`src/rtl/imm_sequencer.sv`:
```
// imm_sequencer: hardwired control FSM for instruction fetch and the immediate
// ALU class (addi, andi, ori). Emits one registered control vector per clock,
// with run/stop, memory wait states, an illegal-opcode trap and a watchdog.
module imm_sequencer #(
  parameter int             OPW     = 5,
  parameter int             OP_LSB  = 27,
  parameter logic [OPW-1:0] OP_ADDI = 5'b01100,
  parameter logic [OPW-1:0] OP_ANDI = 5'b01101,
  parameter logic [OPW-1:0] OP_ORI  = 5'b01110,
  parameter int             TO_W    = 4,
  parameter int             CNT_W   = 16
) (
  input  logic             clock,
  input  logic             clear,
  input  logic             run,
  input  logic [31:0]      ir,
  input  logic             mem_ready,
  output logic [20:0]      ctrl,
  output logic [3:0]       step,
  output logic             illegal,
  output logic             fault,
  output logic [CNT_W-1:0] instr_count
);

  // Control strobe bit positions
  localparam int PC_OUT    = 0;
  localparam int ZLOW_OUT  = 1;
  localparam int MDR_OUT   = 2;
  localparam int MAR_IN    = 3;
  localparam int ZLOW_IN   = 4;
  localparam int PC_IN     = 5;
  localparam int MDR_IN    = 6;
  localparam int IR_IN     = 7;
  localparam int Y_IN      = 8;
  localparam int INC_PC    = 9;
  localparam int READ      = 10;
  localparam int MD_READ   = 11;
  localparam int GRA       = 12;
  localparam int GRB       = 13;
  localparam int R_IN      = 14;
  localparam int R_OUT     = 15;
  localparam int BA_OUT    = 16;
  localparam int CSIGN_OUT = 17;
  localparam int ALU_ADD   = 18;
  localparam int ALU_AND   = 19;
  localparam int ALU_OR    = 20;

  // Last watchdog value before the increment that reaches all-ones
  localparam logic [TO_W-1:0] WD_LAST = {TO_W{1'b1}} - 1'b1;

  typedef enum logic [3:0] {
    S_IDLE = 4'd0,
    S_T0   = 4'd1,
    S_T1   = 4'd2,
    S_T2   = 4'd3,
    S_T3   = 4'd4,
    S_T4   = 4'd5,
    S_T5   = 4'd6,
    S_T6   = 4'd7,
    S_HALT = 4'd15
  } state_t;

  typedef enum logic [1:0] {
    OPC_ADD = 2'd0,
    OPC_AND = 2'd1,
    OPC_OR  = 2'd2
  } opc_t;

  state_t           state_q, state_d;
  opc_t             opc_q, opc_d;
  logic [20:0]      ctrl_q, ctrl_d;
  logic [TO_W-1:0]  wd_q, wd_d;
  logic             illegal_q, illegal_d;
  logic             fault_q, fault_d;
  logic [CNT_W-1:0] count_q, count_d;
  logic [OPW-1:0]   opcode;

  // Only the opcode field of ir matters; the rest is deliberately ignored
  logic unused_ir;
  assign unused_ir = ^ir;
  assign opcode    = ir[OP_LSB +: OPW];

  // State, strobe vector, decoded class, watchdog, flags and counter registers
  always_ff @(posedge clock or negedge clear) begin
    if (!clear) begin
      state_q   <= S_IDLE;
      opc_q     <= OPC_ADD;
      ctrl_q    <= '0;
      wd_q      <= '0;
      illegal_q <= 1'b0;
      fault_q   <= 1'b0;
      count_q   <= '0;
    end else begin
      state_q   <= state_d;
      opc_q     <= opc_d;
      ctrl_q    <= ctrl_d;
      wd_q      <= wd_d;
      illegal_q <= illegal_d;
      fault_q   <= fault_d;
      count_q   <= count_d;
    end
  end

  // Next state, then the strobes of that next state so ctrl is registered
  always_comb begin
    state_d   = state_q;
    opc_d     = opc_q;
    wd_d      = wd_q;
    illegal_d = illegal_q;
    fault_d   = fault_q;
    count_d   = count_q;
    ctrl_d    = '0;

    unique case (state_q)
      S_IDLE: if (run) state_d = S_T0;
      S_T0: begin
        state_d = S_T1;
        wd_d    = '0;
      end
      S_T1: begin
        if (mem_ready) begin
          state_d = S_T2;
        end else begin
          wd_d = wd_q + 1'b1;
          if (wd_q == WD_LAST) begin
            fault_d = 1'b1;
            state_d = S_HALT;
          end
        end
      end
      S_T2: state_d = S_T3;
      S_T3: begin
        if (opcode == OP_ADDI) begin
          opc_d   = OPC_ADD;
          state_d = S_T4;
        end else if (opcode == OP_ANDI) begin
          opc_d   = OPC_AND;
          state_d = S_T4;
        end else if (opcode == OP_ORI) begin
          opc_d   = OPC_OR;
          state_d = S_T4;
        end else begin
          illegal_d = 1'b1;
          state_d   = S_HALT;
        end
      end
      S_T4: state_d = S_T5;
      S_T5: state_d = S_T6;
      S_T6: begin
        count_d = count_q + 1'b1;
        state_d = run ? S_T0 : S_IDLE;
      end
      S_HALT: state_d = S_HALT;
      default: state_d = S_HALT;
    endcase

    unique case (state_d)
      S_T0: begin
        ctrl_d[PC_OUT]  = 1'b1;
        ctrl_d[MAR_IN]  = 1'b1;
        ctrl_d[INC_PC]  = 1'b1;
        ctrl_d[ZLOW_IN] = 1'b1;
      end
      S_T1: begin
        ctrl_d[ZLOW_OUT] = 1'b1;
        ctrl_d[READ]     = 1'b1;
        ctrl_d[MD_READ]  = 1'b1;
        ctrl_d[MDR_IN]   = 1'b1;
        // PC loads only on the first T1 cycle, not on wait cycles
        ctrl_d[PC_IN]    = (state_q != S_T1);
      end
      S_T2: begin
        ctrl_d[MDR_OUT] = 1'b1;
        ctrl_d[IR_IN]   = 1'b1;
      end
      S_T4: begin
        ctrl_d[GRB]    = 1'b1;
        ctrl_d[Y_IN]   = 1'b1;
        ctrl_d[BA_OUT] = (opc_d == OPC_ADD);
        ctrl_d[R_OUT]  = (opc_d != OPC_ADD);
      end
      S_T5: begin
        ctrl_d[CSIGN_OUT] = 1'b1;
        ctrl_d[ZLOW_IN]   = 1'b1;
        ctrl_d[ALU_ADD]   = (opc_d == OPC_ADD);
        ctrl_d[ALU_AND]   = (opc_d == OPC_AND);
        ctrl_d[ALU_OR]    = (opc_d == OPC_OR);
      end
      S_T6: begin
        ctrl_d[ZLOW_OUT] = 1'b1;
        ctrl_d[GRA]      = 1'b1;
        ctrl_d[R_IN]     = 1'b1;
      end
      default: ctrl_d = '0;
    endcase
  end

  assign ctrl        = ctrl_q;
  assign step        = state_q;
  assign illegal     = illegal_q;
  assign fault       = fault_q;
  assign instr_count = count_q;

endmodule

```
`config.mk`:
```
export PLATFORM = sky130hd
export DESIGN_NAME = imm_sequencer
export DESIGN_NICKNAME = d
export VERILOG_FILES = /design/src/rtl/imm_sequencer.sv
export SDC_FILE = /design/constraint.sdc
export NUM_CORES = 1
export LEC_CHECK = 0
export CAP_MARGIN = 20
export CORE_MARGIN = 3
export CORE_UTILIZATION = 40
export DETAILED_ROUTE_END_ITERATION = 10
export MAX_ROUTING_LAYER = met4
export PLACE_DENSITY = 0.86
export SETUP_SLACK_MARGIN = 0.05
export SLEW_MARGIN = 10
export SYNTH_ARGS = -nofsm -noshare
export SYNTH_HDL_FRONTEND = slang
export SYNTH_SLANG_ARGS = --single-unit
```
`constraint.sdc`:
```
create_clock -name clock -period 4.7 [get_ports clock]
set_input_delay 0.705 -clock clock [delete_from_list [all_inputs] [get_ports clock]]
set_output_delay 0.705 -clock clock [all_outputs]
set_load 0.02 [all_outputs]
```
# == Word-level counts from Yosys, hierarchy flattened ==
# Index checks and enable logic that the tools add are counted.
# classes
shift,0
muxes,24
magnitude_cmp,0
n_reduce_logical,9
n_bitwise,4
multipliers,0
eq_ne,21
addsub,2
div_mod_pow,0
# op_table
op,count
2-to-1 mux 4 bit,8
one-hot mux 4 bit (8 select lines),1
== test 4 x 3 -> 1 bit (second input constant),7
adder 16 x 1 -> 16 bit (second input constant),1
== test 4 x 2 -> 1 bit (second input constant),4
== test 5 x 4 -> 1 bit (second input constant),3
2-to-1 mux 2 bit,7
== test 4 x 1 -> 1 bit (second input constant),2
one-hot mux 4 bit (2 select lines),1
2-to-1 mux 1 bit,7
adder 4 x 1 -> 4 bit (second input constant),1
== test 4 bit (second input constant),1
zero test 4 bit,1
!= test 4 x 2 -> 1 bit (second input constant),1
NOT 1 bit,4
AND reduction 4 bit,1
nonzero test 2 bit,2
OR reduction 2 bit,2
AND reduction 3 bit,1
== test 2 x 1 -> 1 bit (second input constant),1
== test 2 bit (second input constant),1
zero test 2 bit,1
!= test 2 bit (second input constant),1
AND reduction 2 bit,1
# word_totals
output_inout_bits,43
memories,0
ramBits,0
regBits,49
romBits,0
latch_bits,0

# == Depth between registers and ports, before layout ==
# logic_depth
ltp_word,8
depth_mapped,6
ltp_nobuf,6

# == Least setup slack after synthesis ==
# Ideal clock, no wire load.
# synth_timing
path_kind,input -> register
from,input port ir[31]
to,register opc_q[0]
setup_ps,65
required_ps,4635
arrival_ps,1718
setup_slack_ps,2917
n_path_buf,1
stages,5
path_cell_list,nand3b_1 or4_4 buf_6 nor2_1 o22a_1
# synth_via
elab_chain_cells,5
# synth_lines
element,line,source
start: declaration,16,"input logic [31:0] ir,"
== test 5 x 4 -> 1 bit,139,end else if (opcode == OP_ORI) begin
2-to-1 mux 2 bit,139,
2-to-1 mux 2 bit,136,end else if (opcode == OP_ANDI) begin
2-to-1 mux 2 bit *,133,if (opcode == OP_ADDI) begin
2-to-1 mux 2 bit *,114,unique case (state_q)
net opc_d[0],70,"opc_t opc_q, opc_d;"
end signal: assignment,95,opc_q <= opc_d;
end: declaration,70,
# The timed path passes the listed nets; every way through them passes the cells marked *.
# A chain may end at the register's enable or synchronous reset.

# == Worst setup path in the final report ==
# layout_timing
from,"register state_q[1], in the netlist step[1]"
to,output port step[1]
# layout_rtl
element,line,source
start: declaration,69,"state_t state_q, state_d;"
start signal: assignment,94,state_q <= state_d;
end: declaration,19,"output logic [3:0] step,"
# No word-level cell between the ends.

==> results.md <==
- Maxcap violations: 0
- CTS Buf Count: 5
- Fin crit period: ~2.4 ns
- Pleak: 1.11 nW
- Area contributors post-synth: dfrtp_1, xnor2_1, buf_4, xor2_1, nor2_1
- Simple-gate share of the synthesized area: between 20% and 30%
- Yosys Warn Count: 0
- Die Area: between 5000 and 6000 µm²
- Post_cts resized: 0
- Run status: complete, no violations
- Area leader, netlist: dfrtp_1
- Syn_area_per_cell: approximately 11 µm²
- Kind of end point of the critical path: output pin
- WL per Instance: roughly 13 µm
- Delay-heaviest family, CP: buffers and inverters
- Adder-cell share of the synthesized area: under 10%
- Area after DPL: roughly 2400 µm²
- Number of synthesized flops with an enable pin: 0
- GRT Util Overall: between 10% and 20%
- TritonRoute pass-1 iters: 4
- Largest net degree at the start of global routing: 43
- Fill count: slightly below 400
- Root Driver: clkbuf_8
- Crit start category: flop
- Critical hold path startpoint: illegal
- Clk slew on worst S/H paths: ~0.08 ns
- Finished Cell Area: approximately 2500 µm²
- Ys async rst share: 100%
- Final Skew: between 0.004 and 0.005 ns
- Fin. Hold Viols: 0
- Routed via count: 1393
- Htree depth: 2
- Fmax: 414 MHz
- Initial DRC Count: 93
- Post-synthesis mux area share: 0%
- Drt total wl: 3670 µm
- First-pass GRT wire length: a little under 6000 µm
- Compound-gate portion of the synthesized area: 8.23%
- Skew-Pair Late Insertion Delay: 0.29 ns
- GRT overflow: 0
- Vias in the first global route: roughly 1200
- RR Startpoint: step[0]
- WHS Endpoint: illegal
- CP Buf/Inv Count: 1
- Final GP Congestion: 0.822
- I/O Buffers: 51
- Post-placement cell count: 275
- Period utilisation layout: roughly half
- Critical Path Max Stage Delay: roughly 0.72 ns
- Yosys cell types: 41
- FF-to-FF End: instr_count[8]
- Slew Viols, Final: 0
- Pwr/cell area: 281 nW/µm²
- Overall die height: 75.7 µm
- Starting Density: a little over two fifths
- DR DRC count: 0
- Final setup TNS: 0 ns
- XOR/XNOR share of the synthesized area: approximately 8.1%
- Fin nets: 256
- # diodes: 0
- I/O pin cnt: 79
- RSZ-0062 raised after global routing: false
- Synth top cells by count: dfrtp_1, nor2_1, nand2_1
- Syn Inst Count: 171
- Die width: roughly 76 µm
- Synth top area share: 54.0%
- Synthesized area: around 1900 µm²
- Row count: 24
- FF-to-FF setup slack: between 2 and 3 ns
- Vias per cell: 4.94
- Setup CP Type: flop to output pin
- Max-slew headroom: between 30% and 40%
- Post-CTS setup buffers: 0
- CTS tree: built
- Core area: between 4000 and 5000 µm²
- CP startpoint: step[1]
- Path type of the worst min-delay path: flop to flop
- Final setup viols: 0
- Layout cells sized above 1: under 10%
- Clk sinks: 42
- R2R depth: 4
- Largest family of logic cells by synthesized area: simple AND/OR/NAND/NOR gates
- Non-Filler Instances: around 280
- Max FO, Critical Path: 18
- Worst Tran Pin Value: between 0.9 and 1 ns
- Post-CTS Hold Fix Bufs: 0
- Register area share after synthesis: 54.0%
- Synthesized flop and latch total: between 40 and 50
- Syn nets: 210
- Worst path cell trace: clkdlybuf4s50_1
- Initial antenna violation count: 0
- Area Growth Syn to Fin: 29.0%
- Post-DRT Antenna Nets: 0
- Max rail drop VDD: 163 µV
- Clock buffer depth: 2
- Hold Path Depth: 1
- Slowest CP cell: clkdlybuf4s50_1
- Post-synth top flop: dfrtp_1
- HPWL Detailed: around 2700 µm
- Most frequent cell after synthesis: dfrtp_1
- Required @ worst endpoint: roughly 4 ns
- WP data arrival: 1.71 ns
-- report_power, final --
| group | internal, W | total [W] | switching (W) |
|---|---|---|---|
| Combinational | 0.0000455 | 0.0000917 | 0.0000462 |
| Clock | 0.0000996 | 0.000216 | 0.000116 |
| Sequential | 0.000376 | 0.000398 | 0.0000227 |
-- per-stage QoR --
stage / util (%) / setup WS (ns) / hold slack, ns / power [W]
final: 55.4 / 2.29 / 0.474 / 0.000706
after CTS: 55.4 / 2.27 / 0.478 / 0.000715
after floorplan: - / 2.92 / 0.409 / 0.000446
after global placement: 53.6 / 2.42 / 0.451 / 0.000496
after global routing: 55.4 / 2.19 / 0.496 / 0.000738
after detailed placement: 53.6 / 2.41 / 0.455 / 0.000498
-- worst max path at each step --
| stage | to | slack [ns] | cells after the start |
|---|---|---|---|
| 3_5_place_dp | step[3] | 2.41 | 4 |
| 5_1_grt | step[0] | 2.19 | 1 |
| 6_report | step[1] | 2.29 | 1 |
| 2_1_floorplan | opc_q[0] | 2.92 | 5 |
| 4_1_cts | step[1] | 2.27 | 1 |
| 3_3_place_gp | step[3] | 2.42 | 4 |
-- worst register-to-register path: stages, from the launching register on --
cell	delay, ns
dfrtp_1	0.69
nand4b_4	0.29
nor3_1	0.36
and3_1	0.21
xor2_1	0.15
-- metal layers --
metal | global-route usage (%) | wire length, µm
met5 | - | 0
met4 | 8.16 | 103
met3 | 3.30 | 175
met2 | 20.8 | 1680
met1 | 18.4 | 1710
-- state kept, by name, indices dropped and copies added (netlist names) --
register	flops
wd_q	4
opc_q	2
instr_count	16
fault	1
ctrl	14
step	4
illegal	1
-- layout by cell type, fill, tap and decap left out, types with 2 or more instances in the layout --
cell / synthesis / final
o21ai_0: 2 / 2
nand4_1: 2 / 2
dfrtp_1: 42 / 42
nor3_1: 3 / 3
inv_1: 3 / 3
o21a_1: 3 / 3
nor3b_1: 2 / 2
or3_2: 2 / 2
xor2_1: 7 / 7
a21oi_1: 2 / 2
nand2_1: 15 / 15
and3_1: 5 / 5
clkinv_2: 0 / 2
o21bai_1: 3 / 3
nor2b_1: 4 / 4
xnor2_1: 11 / 11
clkdlybuf4s50_1: 0 / 50
nand2b_1: 3 / 3
o22a_1: 2 / 2
nand3_1: 10 / 10
clkbuf_8: 0 / 5
nor2_1: 16 / 16
ha_1: 3 / 3
-- final cells by class --
class	count	area, µm²	area share [%]
repair buffers	51	505	20.1
well taps	65	81.3	3.24
flip-flops and latches	42	1050	41.9
multi-input cells	114	782	31.2
inverters	3	11.3	0.449
clock inverters	2	10.0	0.399
clock buffers	5	68.8	2.74
-- cells by family after synthesis --
| group | Yosys count |
|---|---|
| xor gates and xnor gates | 18 |
| buffers and inverters | 15 |
| adders and majority gates | 3 |
| AOI/OAI and AO/OA | 21 |
| DFF | 42 |
| and+or+nand+nor | 72 |
No activity file was read; power rests on OpenSTA's default activity.
